[src/rtl/serial_adder_pkg.sv]
// Shared definitions for the bit-serial adder: state encoding and default width.
// Latency: n/a (declarations only).
// Backpressure: n/a.
//
// The FSM uses two state bits. The encoding 2'd3 is unused and recovers to IDLE.
package serial_adder_pkg;

    localparam int DEFAULT_WIDTH = 8;

    typedef enum logic [1:0] {
        S_IDLE  = 2'd0,
        S_SHIFT = 2'd1,
        S_DONE  = 2'd2
    } state_t;

endpackage

[src/rtl/fa_cell.sv]
// One-bit full adder cell that the serial adder drives once per clock.
// Latency: combinational, zero cycles.
// Backpressure: none; the outputs follow the inputs continuously.
//
// Ports: a, b, c  - the two addend bits and the carry-in bit
//        sum      - a ^ b ^ c
//        carry    - majority(a, b, c)
module fa_cell (
    input  logic a,
    input  logic b,
    input  logic c,
    output logic sum,
    output logic carry
);

    assign sum   = a ^ b ^ c;
    assign carry = (a & b) | (a & c) | (b & c);

endmodule

[src/rtl/serial_adder.sv]
// Bit-serial adder: one full-adder cell is reused LSB-first across WIDTH clocks.
// Latency: start is accepted at edge k and done pulses in the cycle after edge k+WIDTH.
// Backpressure: start is ignored while busy; there is no queueing. Back-to-back use needs WIDTH+2 cycles.
//
// Ports: clk, rst (synchronous, active-high)
//        start, a, b, cin - request and operands, sampled only in IDLE
//        busy             - high in SHIFT and DONE
//        done             - one-cycle pulse while sum/cout are valid
//        sum, cout        - result, held until overwritten by the next add
module serial_adder
    import serial_adder_pkg::*;
#(
    parameter int WIDTH = DEFAULT_WIDTH
) (
    input  logic             clk,
    input  logic             rst,
    input  logic             start,
    input  logic [WIDTH-1:0] a,
    input  logic [WIDTH-1:0] b,
    input  logic             cin,
    output logic             busy,
    output logic             done,
    output logic [WIDTH-1:0] sum,
    output logic             cout
);

    localparam int               CNT_W = $clog2(WIDTH);
    localparam logic [CNT_W-1:0] LAST  = CNT_W'(WIDTH - 1);

    state_t           state;
    logic [WIDTH-1:0] shift_a;
    logic [WIDTH-1:0] shift_b;
    logic             carry;
    logic [CNT_W-1:0] cnt;

    logic cell_sum;
    logic cell_carry;

    fa_cell u_fa_cell (
        .a     (shift_a[0]),
        .b     (shift_b[0]),
        .c     (carry),
        .sum   (cell_sum),
        .carry (cell_carry)
    );

    always_ff @(posedge clk) begin
        if (rst) begin
            state   <= S_IDLE;
            busy    <= 1'b0;
            done    <= 1'b0;
            sum     <= '0;
            cout    <= 1'b0;
            shift_a <= '0;
            shift_b <= '0;
            carry   <= 1'b0;
            cnt     <= '0;
        end else begin
            case (state)
                S_IDLE: begin
                    // sum/cout are left alone so the last result stays readable.
                    if (start) begin
                        shift_a <= a;
                        shift_b <= b;
                        carry   <= cin;
                        cnt     <= '0;
                        busy    <= 1'b1;
                        state   <= S_SHIFT;
                    end
                end
                S_SHIFT: begin
                    // Result bits enter at the MSB end. After WIDTH shifts,
                    // the first bit computed (the LSB) lands in sum[0].
                    carry   <= cell_carry;
                    sum     <= {cell_sum, sum[WIDTH-1:1]};
                    shift_a <= shift_a >> 1;
                    shift_b <= shift_b >> 1;
                    cnt     <= cnt + CNT_W'(1);
                    if (cnt == LAST) begin
                        cout  <= cell_carry;
                        done  <= 1'b1;
                        state <= S_DONE;
                    end
                end
                S_DONE: begin
                    done  <= 1'b0;
                    busy  <= 1'b0;
                    state <= S_IDLE;
                end
                default: begin
                    done  <= 1'b0;
                    busy  <= 1'b0;
                    state <= S_IDLE;
                end
            endcase
        end
    end

endmodule

[config.mk]
export PLATFORM = sky130hd
export DESIGN_NAME = serial_adder
export DESIGN_NICKNAME = d
export VERILOG_FILES = /design/src/rtl/serial_adder_pkg.sv /design/src/rtl/fa_cell.sv /design/src/rtl/serial_adder.sv
export SDC_FILE = /design/constraint.sdc
export NUM_CORES = 1
export LEC_CHECK = 0
export CAP_MARGIN = 20
export CORE_UTILIZATION = 50
export CTS_CLUSTER_DIAMETER = 40
export DETAILED_ROUTE_END_ITERATION = 10
export PLACE_DENSITY = 0.78
export SLEW_MARGIN = 20
export SYNTH_ARGS = -nofsm -noshare
export SYNTH_HDL_FRONTEND = slang
export SYNTH_SLANG_ARGS = --single-unit
[constraint.sdc]
create_clock -name clk -period 1.57 [get_ports clk]
set_input_delay 0.314 -clock clk [delete_from_list [all_inputs] [get_ports clk]]
set_output_delay 0.314 -clock clk [all_outputs]
set_load 0.01 [all_outputs]
Word level (Yosys, flattened, before mapping)
Cells that the tools add are included.

Input bits: 20. Output and inout bits: 11. Logic and storage cells: 45. Bits in registers: 33.

Reduce and logical (&&, ||, !) cells: 7. Bitwise logic cells: 9. Add/sub/neg operators: 1. Eq/ne operators: 4. Muxes and demuxes: 15.

Operators with widths (number): $pmux W8 S2 (2); $mux W8 (2); $reduce_and A2 Y1 (5); $pmux W1 S2 (3); $pmux W3 S2 (1); $mux W2 (2); $ne A2 B2 Y1 const B (2); $pmux W2 S2 (1); $add A3 B1 Y3 const B (1); $and A1 B1 Y1 (3); $eq A3 B3 Y1 const B (1); $mux W1 (3); $mux W3 (1); $eq A2 B1 Y1 const B (1); $logic_not A2 Y1 (1); $not A1 Y1 (2); $or A1 B1 Y1 (2); $reduce_bool A2 Y1 (1); $xor A1 B1 Y1 (2).

Longest topological paths before layout
Depth after elaboration: 4. Gate-level depth with buffers: 5. Gate-level depth less buffers: 5.

Cells and area by module
From an unflattened synthesis, not the netlist that was laid out.

Cell total of the unflattened synthesis: 146. Area total of the unflattened synthesis: 1495.2 sq um.

Modules (own cells, without submodules): serial_adder (cells each 145, area an instance 1475.2 sq um, sequential area each 660.6 sq um, times used 1); fa_cell (cells each 1, area an instance 20.0 sq um, sequential area each 0.0 sq um, times used 1).

Worst setup path before layout
Ideal clock, no wire load.

Path type: register -> register. Start point: reg cnt[0]. End point: reg state[0]. Clock period less this slack: 1154 ps. Library setup time: 114 ps. Setup slack: 416 ps. Data arrival time: 1040 ps. Required time: 1456 ps. Cell stages (with the launch flop): 4. Path buffers: 0. Cells stage by stage: dfxtp_1 > ha_1 > ha_1 > a2111oi_0.

Longest elaborated chain between the ends: 3.

Ends and longest elaborated chain: from (decl) (line serial_adder.sv:34) `logic [CNT_W-1:0] cnt;`; from (signal assigned) (line serial_adder.sv:78) `cnt <= cnt + CNT_W'(1);`; $eq A3 B3 Y1 (line serial_adder.sv:79) `if (cnt == LAST) begin`; $ne A2 B2 Y1 (no source line); $reduce_and A2 Y1 (no source line); to (signal assigned) (line serial_adder.sv:82) `state <= S_DONE;`; to (signal assigned) (line serial_adder.sv:88) `state <= S_IDLE;`; to (signal assigned) (line serial_adder.sv:93) `state <= S_IDLE;`; to (decl) (line serial_adder.sv:30) `state_t state;`.

No other way between the ends. A chain may end at the register's enable or synchronous reset.

Worst setup path after layout
Start point: reg cout. End point: out cout.

RTL lines: from (decl) (line serial_adder.sv:24) `output logic cout`; from (signal assigned) (line serial_adder.sv:80) `cout <= cell_carry;`.

No word-level cell between the ends.

==> results.yml <==
worst_hold_path:
  hp-class: "reg -> reg"
synthesis:
  syn_inst: 147
  ys_seq_area_frac: 0.443
  syn_area_per_cell_sq_um: 10.2
  ys_seq_elements: 33
  synth_flop_cell: "dfxtp_1"
  yosys_warnings: 0
  synth_top_area_share: 0.443
  yosys.area.top_type: "dfxtp_1"
  synth_edf_count: 0
  ys_top_cells_by_area: "dfxtp_1 44%, a211oi_2 13%, mux2i_1 10%, nand2_1 4.5%, a21oi_1 4.4%"
  syn-cell-area_sq_mm: 0.00149
  async_reset_ff_frac: 0
  yosys.cell_types.count: 26
  syn_nets: 170
route:
  vias_per_cell: 5.47
  totalWireLength_mm: 2.78
  drt-pass1-iter-count: 4
  drc: 0
  ant_nets: 0
  num_vias: 1144
  drtIter0Drc: 23
  wl_per_cell_um: 13.3
cts:
  clkLatencyLatePin_ps: 330
  cts_tree: "yes"
  htreeDepth: 2
  clkSinkCount: 33
  cts_setup_buffers: 0
  numCtsBuffers: 5
  clockBufferDepth: 2
  cts_hold_buf: 0
  cts_root_buf: "clkbuf_4"
  clk_pin_slew_worst_paths_ps: 100
power:
  pwr-share-clk: 0.287
  p_total_mw: 1.69
  p_int_mw: 1.25
  p_switching_mw: 0.439
  p_sw_frac: 0.260
  p_comb_frac: 0.169
  p_seq_frac: 0.544
  ir_worst_vdd_mv: 0.708
  power_density_mw_per_mm2: 893
  leakagePower_nw: 0.809
timing:
  tightest_slew_ps: 458
  setup_viol: 0
  fin_crit_sh: 0.962
  rsz0062_at_grt: "false"
  clock.fmax_mhz: 662
  post-route-min-period_ps: 1510
  setup_tns_ps: 0
  fin_worst_skew_ps: 7.04
  hold_viol: 0
  slew-limit-headroom: 0.693
  report.final.slew_viol_count: 0
place:
  dpl.hpwl_mm: 2.01
  gp_congestion: 0.701
  numPortBuffers: 30
die:
  rows: 19
  die_w_um: 56.6
  dieArea_sq_mm: 0.00321
  pin_count: 31
  coreArea_sq_mm: 0.00278
  start_util: 0.537
  die_height_um: 56.6
flow_run:
  maxCapViolations: 0
global_routing:
  overflow: 0
  grt_usage: 0.197
  grt_pass1_wl_mm: 4.78
  grt_pass1_vias: 1099
  grt_antenna_before_repair: 0
  grt_max_degree: 25
worst_setup_path:
  crit_family: "buffers and inverters"
  worstSetupPathType: "reg -> out"
  crit_slowest_cell: "clkdlybuf4s50_1"
  cp.required_ps: 1260
  cp_num_buf_inv: 1
  crit_fanout: 2
  crit_path_cell_trace: "clkdlybuf4s50_1"
  cpPeakStageDelay_ps: 530
  end_kind: "primary output"
  cp.arrival_ps: 1200
  start_kind: "flop"
final_layout:
  num_antenna_cells: 0
  nets: 201
  drive_above_1_share: 0.225
  syn_to_final_growth_pct: 26.6
run_status:
  status: "finished clean"
[metal layers]
metal	vias up	share of wire	GRT usage	wire length, um
met5	-	0	0	0
met4	0	0	0.0627	0
met3	0	0.049	0.0760	136
met2	23	0.51	0.328	1410
met1	547	0.44	0.232	1230
li1	574	-	-	-
[placed cells by master (no fill, tap or decap)]
cell / netlist / routed
buf_4: 3 / 4
o21bai_1: 1 / 1
clkbuf_1: 3 / 1
nand3b_1: 1 / 1
o21ba_4: 1 / 1
nand2_1: 18 / 18
a211oi_2: 15 / 15
nor4bb_1: 1 / 1
a211oi_1: 1 / 1
nor2b_2: 1 / 1
buf_12: 0 / 3
nor3_1: 2 / 2
fa_1: 1 / 1
clkbuf_8: 0 / 1
dfxtp_1: 33 / 33
a21oi_1: 13 / 13
nand2b_1: 1 / 1
mux2i_1: 15 / 15
nor2_2: 10 / 10
a32oi_1: 1 / 1
nor2_1: 12 / 12
a22oi_1: 2 / 2
a2111oi_0: 1 / 1
clkbuf_4: 0 / 5
dlygate4sd2_1: 0 / 5
dlymetal6s2s_1: 0 / 5
inv_1: 1 / 1
nand3_1: 1 / 1
ha_1: 2 / 2
clkdlybuf4s50_1: 0 / 20
[worst reg2reg max path, delay by kind of cell (launching register included)]
kind	cells	cell delay [ps]
AO/OA/AOI/OAI	1	370
adder cells (fa/ha/maj)	2	440
flip-flops	1	350
[path summary, 6_finish.rpt]
path              endpoint  cells past startpoint  slack (ps)    from
setup / recovery      cout                      1          60    cout
hold / removal      sum[0]                      2         460  sum[0]
setup reg to reg  state[0]                      3         310  cnt[0]
hold reg to reg     sum[0]                      2         460  sum[0]
[power groups by stage]
stage               combinational (mW)  sequential, mW  clock, mW
floorplan                        0.193           0.932          0
global placement                 0.281           0.935          0
detailed placement               0.291           0.938          0
CTS                              0.291           0.919      0.501
global route                     0.315           0.924      0.535
finish                           0.285           0.918      0.485
[cells in the mapped netlist, types with 2 or more instances]
| master | count |
|---|---|
| dfxtp_1 | 33 |
| nand2_1 | 18 |
| a211oi_2 | 15 |
| mux2i_1 | 15 |
| a21oi_1 | 13 |
| nor2_1 | 12 |
| nor2_2 | 10 |
| buf_6 | 4 |
| buf_2 | 3 |
| buf_4 | 3 |
| clkbuf_1 | 3 |
| a22oi_1 | 2 |
| ha_1 | 2 |
| nor3_1 | 2 |
[sequential cells by signal (all words and copies together), names as in the netlist]
register  flops
cout          1
busy          1
carry         1
done          1
sum           8
shift_a       8
cnt           3
shift_b       8
state         2
[stage by stage]
stage | hold slack [ps] | std cells | setup WS [ps] | area [sq um] | util
after floorplan | 444 | 147 | 416 | 1490 | -
after global placement | 444 | 202 | 52.2 | 1830 | 0.657
after detailed placement | 452 | 202 | 14.2 | 1830 | 0.657
after CTS | 463 | 209 | 0.363 | 1880 | 0.675
after global routing | 483 | 209 | 8.23 | 1890 | 0.679
final | 459 | 209 | 59.4 | 1890 | 0.679
[cells by family after synthesis]
kind of cell | after synthesis | share of synthesized area
compound gates | 35 | 0.212
simple gates | 47 | 0.149
buf+inv | 14 | 0.0654
fa+ha+maj | 3 | 0.0302
flops | 33 | 0.443
mux | 15 | 0.101
[area by class of cell]
type                            count  area (sq um)
Clock buffer                        7          55.1
Tap cell                           31          38.8
Timing Repair Buffer               37           397
Inverter                            1          3.75
Sequential cell                    33           661
Fill cell                         235           892
Multi-Input combinational cell    100           734
[timing repair]
item                                    CTS  global route
endpoints found under the hold margin     0             0
gates cloned                              0             0
resized for setup                         5             5
endpoints found under the setup margin    5             5
No activity file was read; power rests on OpenSTA's default activity.
